## src/rtl/mul_digit_serial.sv

```systemverilog
// mul_digit_serial: iterative unsigned N x N multiplier that feeds one 2-bit digit pair
// per cycle into a 2x2 leaf multiplier and accumulates shifted partial products.
module mul_2_bits (
    input  logic [1:0] a,
    input  logic [1:0] b,
    output logic [3:0] p
);
    assign p = {2'b00, a} * {2'b00, b};
endmodule

module mul_digit_serial #(
    parameter int N = 8
) (
    input  logic           clk,
    input  logic           rst,
    input  logic           start,
    input  logic [N-1:0]   a,
    input  logic [N-1:0]   b,
    output logic           ready,
    output logic           done,
    output logic [2*N-1:0] c
);
    localparam int D  = N / 2;
    localparam int IW = (D > 1) ? $clog2(D) : 1;
    localparam int W2 = 2 * N;
    localparam logic [IW-1:0] LAST = IW'(D - 1);

    typedef enum logic [1:0] {IDLE, RUN, DONE} state_t;

    state_t          state_q, state_d;
    logic [N-1:0]    a_q, a_d, b_q, b_d;
    logic [W2-1:0]   acc_q, acc_d, c_q, c_d;
    logic [IW-1:0]   i_q, i_d, j_q, j_d;
    logic [1:0]      da, db;
    logic [3:0]      pp;
    logic [IW:0]     sh_sum;
    logic [W2-1:0]   pp_sh;
    logic            last_i, last_j;

    assign da     = 2'(a_q >> {i_q, 1'b0});
    assign db     = 2'(b_q >> {j_q, 1'b0});
    assign sh_sum = {1'b0, i_q} + {1'b0, j_q};
    assign pp_sh  = W2'(pp) << {sh_sum, 1'b0};
    assign last_i = i_q == LAST;
    assign last_j = j_q == LAST;

    mul_2_bits u_leaf (.a(da), .b(db), .p(pp));

    always_comb begin
        state_d = state_q;
        a_d     = a_q;
        b_d     = b_q;
        acc_d   = acc_q;
        c_d     = c_q;
        i_d     = i_q;
        j_d     = j_q;
        case (state_q)
            IDLE: if (start) begin
                a_d     = a;
                b_d     = b;
                acc_d   = '0;
                i_d     = '0;
                j_d     = '0;
                state_d = RUN;
            end
            RUN: begin
                acc_d = acc_q + pp_sh;
                j_d   = last_j ? '0 : j_q + 1'b1;
                i_d   = last_j ? i_q + 1'b1 : i_q;
                // final digit pair: publish the completed sum directly
                if (last_i && last_j) begin
                    c_d     = acc_q + pp_sh;
                    i_d     = '0;
                    state_d = DONE;
                end
            end
            DONE:    state_d = IDLE;
            default: state_d = IDLE;
        endcase
    end

    always_ff @(posedge clk) begin
        if (rst) begin
            state_q <= IDLE;
            a_q     <= '0;
            b_q     <= '0;
            acc_q   <= '0;
            c_q     <= '0;
            i_q     <= '0;
            j_q     <= '0;
        end else begin
            state_q <= state_d;
            a_q     <= a_d;
            b_q     <= b_d;
            acc_q   <= acc_d;
            c_q     <= c_d;
            i_q     <= i_d;
            j_q     <= j_d;
        end
    end

    assign ready = state_q == IDLE;
    assign done  = state_q == DONE;
    assign c     = c_q;
endmodule

```

## config.mk

```make
export PLATFORM = sky130hd
export DESIGN_NAME = mul_digit_serial
export DESIGN_NICKNAME = d
export VERILOG_FILES = /design/src/rtl/mul_digit_serial.sv
export SDC_FILE = /design/constraint.sdc
export NUM_CORES = 1
export LEC_CHECK = 0
export ABC_AREA = 1
export CAP_MARGIN = 10
export CORE_MARGIN = 4
export CORE_UTILIZATION = 30
export DETAILED_ROUTE_END_ITERATION = 10
export HOLD_SLACK_MARGIN = 0.08
export PLACE_DENSITY = 0.59
export SETUP_SLACK_MARGIN = 0.02
export SLEW_MARGIN = 20
export SYNTH_ARGS = -nofsm -noshare
export SYNTH_HDL_FRONTEND = slang
export SYNTH_SLANG_ARGS = --single-unit
```

## constraint.sdc

```tcl
create_clock -name clk -period 3 [get_ports clk]
set_input_delay 0.3 -clock clk [delete_from_list [all_inputs] [get_ports clk]]
set_output_delay 0.3 -clock clk [all_outputs]
set_load 0.05 [all_outputs]
```

==> impl_metrics.env, run 1 <==
export IMPL_crit_path_end_kind="flop"
export IMPL_ys_types=37
export IMPL_power_mw=1.52
export IMPL_antenna_cells=0
export IMPL_gp_congestion=0.902
export IMPL_synthArstFlopShare_pct=0
export IMPL_routed_via_density=4.63
export IMPL_finalNetCount=628
export IMPL_p_leak_nw=2.06
export IMPL_synth_main_ff_cell="dfxtp_1"
export IMPL_synth_compound_area_share_pct=10.3
export IMPL_power_density_nw_per_um2=318
export IMPL_ir_worst_vdd_uv=228
export IMPL_grt_pass1_vias=3178
export IMPL_cp_max_fo=7
export IMPL_drc=0
export IMPL_setup_viol=0
export IMPL_hold_viol=0
export IMPL_h_tree_depth=2
export IMPL_synth_edf_count=0
export IMPL_yosys_area_top_type="dfxtp_1"
export IMPL_yosysWarningCount=0
export IMPL_design_core_area_sq_um=11000
export IMPL_antenna_found_initial=0
export IMPL_finalCritPeriodShare_pct=97.6
export IMPL_track_usage_pct=13.5
export IMPL_synthAdderAreaFrac_pct=8.84
export IMPL_routed_wl_um=9370
export IMPL_hold_path_class="reg2reg"
export IMPL_critPathArrivalTime_ns=3.12
export IMPL_area_delta_synth_final_pct=39.7
export IMPL_clock_sinks=54
export IMPL_ant_nets=0
export IMPL_finalHoldWorstSlack_ns=0.465
export IMPL_pin_count=37
export IMPL_slew_headroom_pct=30.4
export IMPL_dr_total_vias=3365
export IMPL_num_rows=38
export IMPL_cts_tree="done"
export IMPL_synth_yosys_seq_area_share_pct=31.6
export IMPL_clk_latency_ns=0.29
export IMPL_grt_overflow=0
export IMPL_cp_required_ns=3.20
export IMPL_fin_worst_skew_ns=0.00355
export IMPL_grt_pass1_wl_um=14600
export IMPL_dieArea_sq_um=13200
export IMPL_detail_route_iter0_violations=153
export IMPL_root_buffer="clkbuf_16"
export IMPL_numPortBuffers=36
export IMPL_wl_per_cell_um=12.9
export IMPL_synth_mux_area_share_pct=0
export IMPL_hpwl_um=6380
export IMPL_cts_buffer_depth=2
export IMPL_synth_area_sq_um=3430
export IMPL_syn_avg_cell_area_sq_um=6.44
export IMPL_postCtsHoldBufs=0
export IMPL_clock_fmax_mhz=342
export IMPL_netlist_top_cells_count="nand2_1 (185), inv_1 (64), a21oi_1 (55)"
export IMPL_numCtsBuffers=5
export IMPL_maxCapViolations=0
export IMPL_finish_utilization_pct=43.4
export IMPL_fp_dieW_um=115
export IMPL_ys_ff_latch=54
export IMPL_rsz0062_at_grt="yes"
export IMPL_drv_slew=0
export IMPL_syn_num_nets=574
export IMPL_die_h_um=115
export IMPL_synth_most_common_cell="nand2_1"
export IMPL_syn_instance_count=532
export IMPL_synth_top_cells_by_area="dfxtp_1 (32%), nand2_1 (20%), a21oi_1 (8.0%)"
export IMPL_worstSetupPathType="reg2reg"
export IMPL_period_minus_slack_ns=2.93
export IMPL_drive_gt1_share_pct=30.3
export IMPL_synth_top_family_by_area="simple AND/OR/NAND/NOR gates"
export IMPL_yosysTopAreaCellShare_pct=31.6
export IMPL_drtPass1Iterations=4
export IMPL_outcome="finished clean"
export IMPL_worst_slew_pin_slew_ns=1.04
export IMPL_cts_clk_slew_worst_paths_ns=0.07
export IMPL_synth_xor_area_share_pct=0.256
export IMPL_initial_core_util_pct=31.1
export IMPL_grt_start_max_net_pins=55
export IMPL_crit_path_start_kind="flop"
export IMPL_yosys_area_share_simple_pct=38.4
## state kept, by name, summed over array words and instances, names as in the netlist
name and cells:
b_q 8, state_q 2, a_q 8, i_q 2, j_q 2, c 16, acc_q 16
## path summary, 6_finish.rpt
check / cells after the start / endpoint / from / slack [ns]
hold reg to reg: 2 / b_q[2] / b_q[2] / 0.46
hold / removal: 2 / b_q[2] / b_q[2] / 0.46
setup reg to reg: 22 / c[13] / j_q[0] / 0.07
setup / recovery: 22 / c[13] / j_q[0] / 0.07
## cells by family (layout without fill, tap and decap cells)
group | after synthesis | after routing
adder cells (fa/ha/maj) | 23 | 23
buffers and inverters | 86 | 141
XOR/XNOR | 1 | 1
flip-flops | 54 | 54
AO/OA/AOI/OAI | 66 | 66
AND/OR/NAND/NOR | 302 | 302
## cells in the final DEF (no fill, tap or decap), drive strengths merged, types with 3 or more instances in the layout
cell	synthesis	routed
a21oi	56	56
buf	10	27
clkbuf	4	7
clkdlybuf4s50	0	35
dfxtp	54	54
ha	21	21
inv	71	71
nand2	198	198
nand3	34	34
nor2	55	55
o21ai	3	3
or2	7	7
## critical path, cell delays in order, from the launching register on
cell and delay [ns]:
dfxtp_4 0.38, inv_4 0.07, nand2_2 0.04, a32o_2 0.27, nor2_2 0.12, ha_2 0.20
ha_4 0.15, inv_4 0.04, o21ai_4 0.16, buf_6 0.13, inv_2 0.03, nor2_2 0.12
ha_1 0.30, nand2_2 0.13, inv_2 0.06, nand2_2 0.08, nand2_4 0.06, a21oi_4 0.17
nand3_2 0.10, nand2_1 0.06, nand2_1 0.05, nand2_1 0.08, inv_1 0.04
## where the power goes
group	internal, mW	leakage, nW	total (mW)	switching (mW)
Combinational	0.0694	1.55	0.177	0.108
Clock	0.332	0.0739	0.596	0.264
Sequential	0.733	0.439	0.747	0.0137
## final cells by class
type | count | area [sq um]
Fill cell | 1130 | 6250
Multi-Input combinational cell | 392 | 2530
Sequential cell | 54 | 1090
Timing Repair Buffer | 62 | 558
Inverter | 71 | 284
Tap cell | 140 | 175
Clock buffer | 7 | 143
Clock inverter | 1 | 5.00
## what timing repair did
| action | 4_1_cts | 5_1_grt |
|---|---|---|
| pin swaps | 11 | 58 |
| buffers inserted | 4 | 7 |
| resized for setup | 14 | 134 |
| setup endpoints to repair | 25 | 28 |
## metrics by stage
stage / cell area [sq um] / TNS, ns / cells / worst slack [ns]
after floorplan: 3430 / 0 / 532 / 0.103
after global placement: 3980 / -0.307 / 708 / -0.0640
after detailed placement: 3980 / -1.03 / 708 / -0.0868
after CTS: 4200 / 0 / 720 / 0.0398
after global routing: 4780 / -1.14 / 727 / -0.126
final: 4780 / 0 / 727 / 0.0734
## routing by layer
| layer | global-route usage, % | wire length [um] |
|---|---|---|
| met1 | 17.7 | 4340 |
| met2 | 21.9 | 4480 |
| met3 | 3.21 | 391 |
| met4 | 4.23 | 165 |
| met5 | 0 | 0 |
Power figures use the tool's default switching activity.
==> inputs of run 2 (changes only) <==
Settings changed: ABC_AREA 1 to default, CAP_MARGIN 10 to 25, PLACE_DENSITY 0.59 to 0.6, TNS_END_PERCENT from default to 30.
==> impl_metrics.env, run 2 <==
export IMPL_outcome="complete, but fails checks"
export IMPL_violations="negative setup slack"
export IMPL_finalNonFillerCells=599
export IMPL_power_density_nw_per_um2=311
export IMPL_synth_main_ff_cell="dfxtp_1"
export IMPL_antenna_found_initial=0
export IMPL_numCtsBuffers=5
export IMPL_cp_max_fo=4
export IMPL_drtPass1Iterations=4
export IMPL_ir_worst_vdd_uv=263
export IMPL_root_buffer="clkbuf_8"
export IMPL_p_comb_share_pct=10.7
export IMPL_synthArstFlopShare_pct=0
export IMPL_critPathMaxStageDelay_ns=0.52
export IMPL_wl_per_cell_um=14.7
export IMPL_ys_ff_latch=54
export IMPL_finalNetCount=507
export IMPL_syn_avg_cell_area_sq_um=8.28
export IMPL_finalCritPeriodShare_pct=116
export IMPL_dp_cells=573
export IMPL_power_mw=1.43
export IMPL_seqPwrFrac_pct=51.9
export IMPL_yosys_area_top_type="dfxtp_1"
export IMPL_crit_path_end_kind="flop"
export IMPL_period_minus_slack_ns=3.48
export IMPL_ys_types=57
export IMPL_hold_path_class="reg2reg"
export IMPL_design_core_area_sq_um=9820
export IMPL_synth_yosys_seq_area_share_pct=35.7
export IMPL_p_int_mw=1.06
export IMPL_critPathArrivalTime_ns=3.76
export IMPL_worst_slew_pin_slew_ns=0.963
export IMPL_syn_instance_count=366
export IMPL_hpwl_um=5980
export IMPL_clockPowerShare_pct=37.4
export IMPL_clock_fmax_mhz=287
export IMPL_synth_most_common_cell="nand2_1"
export IMPL_dr_total_vias=2944
export IMPL_rsz0062_at_grt="yes"
export IMPL_finalHoldWorstSlack_ns=0.463
export IMPL_maxCapViolations=0
export IMPL_h_tree_depth=2
export IMPL_syn_num_nets=408
export IMPL_track_usage_pct=14.7
export IMPL_drv_slew=0
export IMPL_grt_pass1_vias=3046
export IMPL_crit_path_start_kind="flop"
export IMPL_drc=0
export IMPL_grt_pass1_wl_um=14000
export IMPL_cp_common_cell="ha_4"
export IMPL_cts_tree="done"
export IMPL_die_h_um=109
export IMPL_slew_headroom_pct=35.8
export IMPL_final_cell_mix="nand2_1 (63), buf_4 (63), dfxtp_1 (52)"
export IMPL_netSwitchingFraction_pct=25.9
export IMPL_area_delta_synth_final_pct=51.7
export IMPL_routed_via_density=4.91
export IMPL_cp_required_ns=3.28
export IMPL_clk_latency_ns=0.33
export IMPL_netlist_top_cells_count="nand2_1 (65), dfxtp_1 (54), nor2_1 (41)"
export IMPL_clock_sinks=54
export IMPL_power_switching_uw=370
export IMPL_detail_route_iter0_violations=90
export IMPL_cpLargestDelayFamily="simple AND/OR/NAND/NOR gates"
export IMPL_critPathBufInv=2
export IMPL_gp_congestion=0.886
export IMPL_yosysTopAreaCellShare_pct=35.7
export IMPL_ant_nets=0
export IMPL_grt_start_max_net_pins=55
export IMPL_numPortBuffers=36
export IMPL_synth_edf_count=0
export IMPL_synth_top_cells_by_area="dfxtp_1 (36%), ha_1 (8.7%), nand2_1 (8.0%)"
export IMPL_yosysWarningCount=0
export IMPL_pin_count=37
export IMPL_fp_dieW_um=109
export IMPL_antenna_cells=0
export IMPL_slowest_stage="mux4_2"
export IMPL_cts_clk_slew_worst_paths_ns=0.11
export IMPL_setup_viol=24
export IMPL_hold_viol=0
export IMPL_cp_cell_sequence="mux4_2, and2_4, ha_4, ha_4, mux2i_4, buf_6, nor2_4, ha_4, o211ai_1, o211a_1, nor2_2, buf_4, a21oi_2, or4_1, nand3_1"
export IMPL_fin_worst_skew_ns=0.00732
export IMPL_num_rows=36
export IMPL_drive_gt1_share_pct=33.0
export IMPL_initial_core_util_pct=30.9
export IMPL_grt_overflow=0
export IMPL_synth_area_sq_um=3030
export IMPL_routed_wl_um=8820
export IMPL_layout_setup_ws_ns=-0.483
export IMPL_worstSetupPathType="reg2reg"
export IMPL_dieArea_sq_um=11800
export IMPL_finish_utilization_pct=46.8
export IMPL_cts_buffer_depth=2
export IMPL_p_leak_nw=1.81
-- run 2: changes by cell type in the layout (fill, tap and decap cells not counted), moves of 11 or more --
cell / previous run / this run
nand2_4: 11 / 0
inv_1: 49 / 6
nand3_1: 22 / 4
nand2_1: 156 / 63
a21oi_1: 47 / 31
inv_2: 16 / 2
nand2_2: 31 / 2
buf_4: 24 / 63
-- run 2: layout make-up --
cell class	instances	area, sq um
clock buffers	5	68.8
well taps	133	166
repair buffers	109	941
clock inverters	3	47.5
inverters	8	30.0
flip-flops and latches	54	1090
fillers	977	5220
multi-input cells	287	2260
-- run 2: power groups by stage --
stage          Clock [mW]  Sequential (mW)  Combinational (mW)
2_1_floorplan           0            0.757              0.0820
3_3_place_gp            0            0.760               0.133
3_5_place_dp            0            0.760               0.136
4_1_cts             0.548            0.743               0.146
5_1_grt             0.576            0.746               0.167
6_report            0.535            0.743               0.153
-- run 2: kinds of logic (layout without fill, tap and decap cells) --
family	Yosys count	after routing	share of synthesized area, %
simple gates	147	147	22.0
compound gates	95	95	20.6
mux	8	8	4.46
flops	54	54	35.7
fa+ha+maj	23	23	9.99
xor+xnor	14	14	4.04
buf+inv	25	125	3.26
-- run 2: timing repair --
| item | in CTS | in global routing |
|---|---|---|
| pin swaps | 34 | 21 |
| setup endpoints to repair | 24 | 26 |
| setup buffers | 13 | 5 |
| hold buffers | 0 | 0 |
| gates resized for setup | 36 | 36 |
-- run 2: worst min-delay path, cell delays in order, from the launching register on --
cell and delay, ns:
dfxtp_1 0.33, nand2_1 0.05, a21oi_1 0.05
-- run 2: worst paths after layout --
check          from    end  slack (ns)  cells after the start
max          j_q[0]  c[11]       -0.48                     15
min            c[3]   c[3]        0.46                      2
max reg2reg  j_q[0]  c[11]       -0.48                     15
min reg2reg    c[3]   c[3]        0.46                      2
-- run 2: layer usage --
layer / track usage [%] / vias to the layer above / routed length (um)
li1: - / 1485 / -
met1: 18.0 / 1388 / 3880
met2: 26.4 / 52 / 4470
met3: 2.69 / 19 / 261
met4: 3.97 / 0 / 204
met5: 0 / - / 0
-- run 2: stage by stage --
stage | setup TNS [ns] | worst slack, ns | area [sq um]
floorplan | -1.29 | -0.409 | 3130
global placement | -6.26 | -0.488 | 3990
detailed placement | -7.09 | -0.483 | 3990
CTS | -6.39 | -0.473 | 4360
global route | -10.11 | -0.603 | 4600
finish | -7.01 | -0.483 | 4600
